<file path="src/rtl/tlb_pkg.sv">
// Shared types and constants for the TLB controller.
// Latency: n/a (types only).
// Backpressure: n/a.
package tlb_pkg;

  localparam int PAGE_OFFSET_WIDTH = 12;
  localparam int PAGE_NUMBER_WIDTH = 20;

  typedef enum logic [1:0] {
    IDLE   = 2'd0,
    LOOKUP = 2'd1,
    WALK   = 2'd2
  } state_t;

  typedef struct packed {
    logic                         valid;
    logic [PAGE_NUMBER_WIDTH-1:0] tag;
    logic [PAGE_NUMBER_WIDTH-1:0] frame;
  } tlb_entry_t;

endpackage

</file>
<file path="src/rtl/tlb_victim_select.sv">
// Picks the entry to overwrite on a fill: lowest free slot, else the round-robin pointer.
// Latency: purely combinational.
// Backpressure: none.
module tlb_victim_select #(
  parameter int ENTRIES   = 8,
  parameter int PTR_WIDTH = $clog2(ENTRIES)
) (
  input  logic [ENTRIES-1:0]   valid,
  input  logic [PTR_WIDTH-1:0] pointer,
  output logic [PTR_WIDTH-1:0] victim,
  output logic                 uses_pointer
);

  // Scan from the top down so the lowest invalid index is the last one written.
  always_comb begin
    uses_pointer = &valid;
    victim       = pointer;
    for (int i = ENTRIES - 1; i >= 0; i--) begin
      if (!valid[i]) victim = PTR_WIDTH'(i);
    end
  end

endmodule

</file>
<file path="src/rtl/tlb_controller.sv">
// Fully associative TLB in front of the page walker; hits answer locally, misses issue one walk and fill.
// Latency: hit -> o_ready registered one cycle after LOOKUP; miss -> o_ready the cycle after i_walk_ready.
// Backpressure: none; i_vaild while busy is ignored, requester holds it until o_ready.
module tlb_controller
  import tlb_pkg::*;
#(
  parameter int ENTRIES   = 8,
  parameter int PTR_WIDTH = $clog2(ENTRIES)
) (
  input  logic        clock,
  input  logic        reset,
  input  logic        i_vaild,
  output logic        o_ready,
  input  logic [31:0] i_linear_address,
  output logic [31:0] o_physical_address,
  output logic        o_hit,
  output logic        o_busy,
  input  logic        i_flush,
  output logic        o_walk_vaild,
  input  logic        i_walk_ready,
  output logic [31:0] o_walk_linear_address,
  input  logic [31:0] i_walk_physical_address
);

  state_t               state, state_next;
  tlb_entry_t           entries [ENTRIES];
  logic [ENTRIES-1:0]   valid_vec;
  logic [PTR_WIDTH-1:0] pointer;
  logic [PTR_WIDTH-1:0] victim;
  logic                 uses_pointer;
  logic [31:0]          req_addr;
  logic                 flush_pending;
  logic                 hit_found;
  logic [PTR_WIDTH-1:0] hit_idx;
  logic                 ready_set, hit_set, walk_start, do_fill;

  assign o_busy = (state != IDLE);

  // Collect valid bits and find the matching entry; lowest index wins on a (theoretical) double match.
  always_comb begin
    hit_found = 1'b0;
    hit_idx   = '0;
    valid_vec = '0;
    for (int i = ENTRIES - 1; i >= 0; i--) begin
      valid_vec[i] = entries[i].valid;
      if (entries[i].valid &&
          entries[i].tag == req_addr[31:PAGE_OFFSET_WIDTH]) begin
        hit_found = 1'b1;
        hit_idx   = PTR_WIDTH'(i);
      end
    end
  end

  tlb_victim_select #(
    .ENTRIES  (ENTRIES),
    .PTR_WIDTH(PTR_WIDTH)
  ) u_victim (
    .valid       (valid_vec),
    .pointer     (pointer),
    .victim      (victim),
    .uses_pointer(uses_pointer)
  );

  // State register.
  always_ff @(posedge clock) begin
    if (reset) state <= IDLE;
    else       state <= state_next;
  end

  // Next-state and per-cycle strobes; a flush during LOOKUP forces the miss path.
  always_comb begin
    state_next = state;
    ready_set  = 1'b0;
    hit_set    = 1'b0;
    walk_start = 1'b0;
    do_fill    = 1'b0;
    case (state)
      IDLE: begin
        if (i_vaild) state_next = LOOKUP;
      end
      LOOKUP: begin
        if (hit_found && !i_flush) begin
          ready_set  = 1'b1;
          hit_set    = 1'b1;
          state_next = IDLE;
        end else begin
          walk_start = 1'b1;
          state_next = WALK;
        end
      end
      WALK: begin
        if (i_walk_ready) begin
          ready_set  = 1'b1;
          do_fill    = !flush_pending && !i_flush;
          state_next = IDLE;
        end
      end
      default: state_next = IDLE;
    endcase
  end

  // Datapath: request latch, registered outputs, entry array and replacement pointer.
  always_ff @(posedge clock) begin
    if (reset) begin
      req_addr              <= '0;
      o_ready               <= 1'b0;
      o_hit                 <= 1'b0;
      o_physical_address    <= '0;
      o_walk_vaild          <= 1'b0;
      o_walk_linear_address <= '0;
      flush_pending         <= 1'b0;
      pointer               <= '0;
      for (int i = 0; i < ENTRIES; i++) entries[i] <= '0;
    end else begin
      o_ready      <= ready_set;
      o_walk_vaild <= walk_start;
      if (state == IDLE && i_vaild) req_addr <= i_linear_address;
      if (walk_start) o_walk_linear_address <= req_addr;
      if (ready_set) begin
        o_hit <= hit_set;
        o_physical_address <= hit_set
          ? {entries[hit_idx].frame, req_addr[PAGE_OFFSET_WIDTH-1:0]}
          : i_walk_physical_address;
      end

      if (state_next == IDLE)          flush_pending <= 1'b0;
      else if (state == WALK && i_flush) flush_pending <= 1'b1;

      if (i_flush) begin
        pointer <= '0;
        for (int i = 0; i < ENTRIES; i++) entries[i].valid <= 1'b0;
      end else if (do_fill) begin
        entries[victim].valid <= 1'b1;
        entries[victim].tag   <= req_addr[31:PAGE_OFFSET_WIDTH];
        entries[victim].frame <= i_walk_physical_address[31:PAGE_OFFSET_WIDTH];
        if (uses_pointer) pointer <= pointer + 1'b1;
      end
    end
  end

endmodule

</file>
<file path="config.mk">
export PLATFORM = sky130hd
export DESIGN_NAME = tlb_controller
export DESIGN_NICKNAME = d
export VERILOG_FILES = /design/src/rtl/tlb_pkg.sv /design/src/rtl/tlb_victim_select.sv /design/src/rtl/tlb_controller.sv
export SDC_FILE = /design/constraint.sdc
export NUM_CORES = 1
export LEC_CHECK = 0
export ABC_AREA = 1
export ABC_CLOCK_PERIOD_IN_PS = 3050
export CORE_MARGIN = 4
export CORE_UTILIZATION = 37
export CTS_CLUSTER_DIAMETER = 100
export DETAILED_ROUTE_END_ITERATION = 6
export GPL_ROUTABILITY_DRIVEN = 0
export GPL_TIMING_DRIVEN = 0
export SLEW_MARGIN = 30
export SYNTH_ARGS = -nofsm -noshare
export SYNTH_HDL_FRONTEND = slang
export SYNTH_SLANG_ARGS = --single-unit
</file>
<file path="constraint.sdc">
create_clock -name clock -period 3.05 [get_ports clock]
set_clock_uncertainty 0.15 [all_clocks]
set_input_delay 0.7625 -clock clock [delete_from_list [all_inputs] [get_ports clock]]
set_output_delay 0.7625 -clock clock [all_outputs]
set_load 0.03 [all_outputs]
</file>
==> impl_results.md <==
- Global-route wire length before repair: approximately 110 mm
- Multiplexer share of the synthesized area: 0%
- TritonCTS clock tree: done
- Clk root buf: clkbuf_16
- Worst Setup SP: i_flush
- Vias in the first global route: 18220
- Async SR Flop Fraction: 0%
- Crit-path cells: clkdlybuf4s50_1 -> nor4_2 -> nand3_1 -> nor2_1 -> nand2_1 -> clkbuf_4 -> nand2_8
- Mapped Area: 21340 um2
- Placed insts: about 3400
- Register area: 11890 um2
- Die height: 248.2 um
- Slew Limit Fails: 0
- Most used DFF post-synth: edfxtp_1
- Port Buffer Count: 136
- Initial Util: 37.63%
- Crit start category: primary input
- FMAX: 328.9 MHz
- Hpwl dp: 53.07 mm
- Leakage: 0.01074 uW
- Final std cells w/o fill: roughly 3500
- R2r startpoint: entries[6][40]
- DR WL/cell: 21.38 um
- Min-Delay Path Class: flop to flop
- Fin nets: approximately 2800
- Tot GR Track Use: 23.70%
- Die area: between 60000 and 70000 um2
- Hold buffers post-CTS: 0
- Share of layout cells above drive strength 1: 11.42%
- Max Buffers Root-to-Sink: 3
- Clock transition at path regs: 0.06 ns
- Vias: 18880
- Post-Syn Area per Cell: between 8 and 9 um2
- Worst Path Arrival: about 3.2 ns
- Final Hold Vio Count: 0
- Status: finished clean
- P&R area growth vs syn: 22.57%
- Number of flops mapped to enable cells by yosys: 320
- Area share of fa/ha/maj cells after synthesis: 0.2931%
- Avg Vias per Cell: 5.332
- Critical path endpoint category: flop
- Clock sink count: 433
- Detailed Route Iter0 Violations: 2088
- I/O Pins: about 140
- Worst Path Required: about 3.2 ns
- PD cells: 578.0 nW/um2
- Core area: 56710 um2
- Placement Setup Slack: -1.186 ns
- Post-route ant nets: 0
- Synth Area in Compound Gates: 5.874%
- Finish-stage setup viols: 0
- Footprint of the multi-input gates: 8278 um2
- Synth Area in Simple Gates: ~28%
- Yosys warns: 0
- Initial antenna violation count: 1
- WS Path Type: primary input to flop
- Slowest-stage cell, CP: clkdlybuf4s50_1
- Max IR drop VDD: slightly below 0.4 mV
- Final min period: 3.040 ns
- Rows: 87
- Overflow after GRT: 0
- Worst-Margin Slew: 0.9892 ns
- Largest family of logic cells by synthesized area: simple AND/OR/NAND/NOR gates
- Yosys reg bits: 433
- Cts bufs inserted: 48
- DRC violations left: 0
- Start point of the worst hold path: o_hit
- First-pass detailed-route iteration total: 6
- Total Wirelength: 75.70 mm
- Die Span X: 248.2 um
- Pwr Total: 15120 uW
- Post-synthesis xor/xnor area fraction: 1.600%
- # fillers: 5396
- H-tree levels: 2
- Setup ws final: 0.009916 ns
- Max Fanout on Critical Path: 20
- Hold slack: approximately 0.33 ns
- Yosys cell types: 41
- Final Cycle Share: 99.67%
- Max-Cap Viols: 0
- Critical Path Max Stage Delay: about 0.59 ns
- Worst-Skew Late Latency: 0.61 ns
- Mapped Cells: 2531
- Syn_nets: approximately 2600
- Pin count of the biggest net entering global routing: 41
- Final TNS setup: 0 ns
- Worst slew margin: 34.06%
- RSZ-0062 raised after global routing: yes
- Sequential share of the synthesized area: 55.62%
## worst max-delay path, delay by kind of cell
kind | cells | cell delay, ns
and+or+nand+nor | 5 | 1.37
buffers and inverters | 2 | 0.99
## metrics by stage
stage / utilization [%] / instance area, um2
final: 46.13 / 26160
after global routing: 46.12 / 26160
after CTS: 45.22 / 25650
after detailed placement: 41.81 / 23710
after global placement: 41.74 / 23670
after floorplan: - / 21360
## where the power goes
part | switching, uW | internal (uW)
Combinational | 1770 | 837
Sequential | 194 | 6640
Clock | 2460 | 3220
Total | 4430 | 10700
## path summary, 6_finish.rpt
kind                                        to  slack (ns)  cells after the start
worst min register to register           o_hit        0.33                      2
worst max-delay path            entries[7][29]        0.01                      7
worst max register to register  entries[3][28]        0.07                      8
worst min-delay path                     o_hit        0.33                      2
## flip-flops by register name (all words and copies together), names as in the netlist
signal	count
pointer	3
o_walk_vaild	1
flush_pending	1
o_physical_address	32
o_ready	1
o_walk_linear_address	32
req_addr	32
state	2
o_hit	1
entries	328
## layer usage
metal | global-route usage (%) | up-vias | routed length [um]
met3 | 4.478 | 240 | 6641
met5 | 0 | - | 0
met2 | 40.78 | 965 | 36500
met1 | 28.64 | 8957 | 28260
met4 | 11.57 | 0 | 4301
li1 | - | 8719 | -
## cell usage in the layout, fill, tap and decap left out, drive strengths merged
cell	instances
a211oi	6
a21oi	68
a31oi	1
and2	1
and3	2
buf	79
clkbuf	160
clkdlybuf4s50	134
clkinv	15
clkinvlp	4
dfxtp	113
diode	1
dlygate4sd2	1
dlymetal6s2s	1
edfxtp	320
ha	5
inv	276
nand2	475
nand2b	1
nand3	202
nand3b	66
nand4	43
nor2	532
nor2b	1
nor3	24
nor3b	3
nor4	15
o2111ai	1
o211ai	1
o21ai	156
o22ai	7
o311ai	1
or2	31
xnor2	15
xor2	24
## synthesized netlist by cell type, drive strengths merged, types with 24 or more instances
| master | instances | area share (%) |
|---|---|---|
| edfxtp | 320 | 45 |
| nand3 | 202 | 4.8 |
| or2 | 31 | 0.91 |
| a21oi | 68 | 1.6 |
| nand2 | 469 | 8.4 |
| o21ai | 156 | 3.7 |
| inv | 277 | 4.9 |
| nor3 | 24 | 0.56 |
| xor2 | 24 | 0.98 |
| nand3b | 66 | 2.3 |
| buf | 60 | 1.9 |
| clkbuf | 86 | 1.5 |
| nand4 | 43 | 1.3 |
| nor2 | 532 | 9.4 |
| dfxtp | 113 | 11 |
## what timing repair did
action	in CTS	in global routing
gates cloned	5	1
buffers inserted	10	13
endpoints found under the setup margin	388	248
pin swaps	7	14
resized for setup	75	120
endpoints found under the hold margin	0	0
## cell type report
| cell class | count | area share (%) |
|---|---|---|
| Antenna cell | 1 | 0.009566 |
| Tap cell | 756 | 3.616 |
| Inverter | 277 | 4.032 |
| Buffer | 145 | 3.515 |
| Timing Repair Buffer | 159 | 5.869 |
| Clock inverter | 18 | 0.4831 |
| Multi-Input combinational cell | 1681 | 31.64 |
| Clock buffer | 71 | 5.390 |
| Sequential cell | 433 | 45.44 |
## kinds of logic after synthesis
| kind of cell | count (synthesis) |
|---|---|
| AO/OA/AOI/OAI | 241 |
| AND/OR/NAND/NOR | 1390 |
| XOR/XNOR | 39 |
| flip-flops | 433 |
| adder cells (fa/ha/maj) | 5 |
| buffers and inverters | 423 |
No activity file was read; power rests on OpenSTA's default activity.
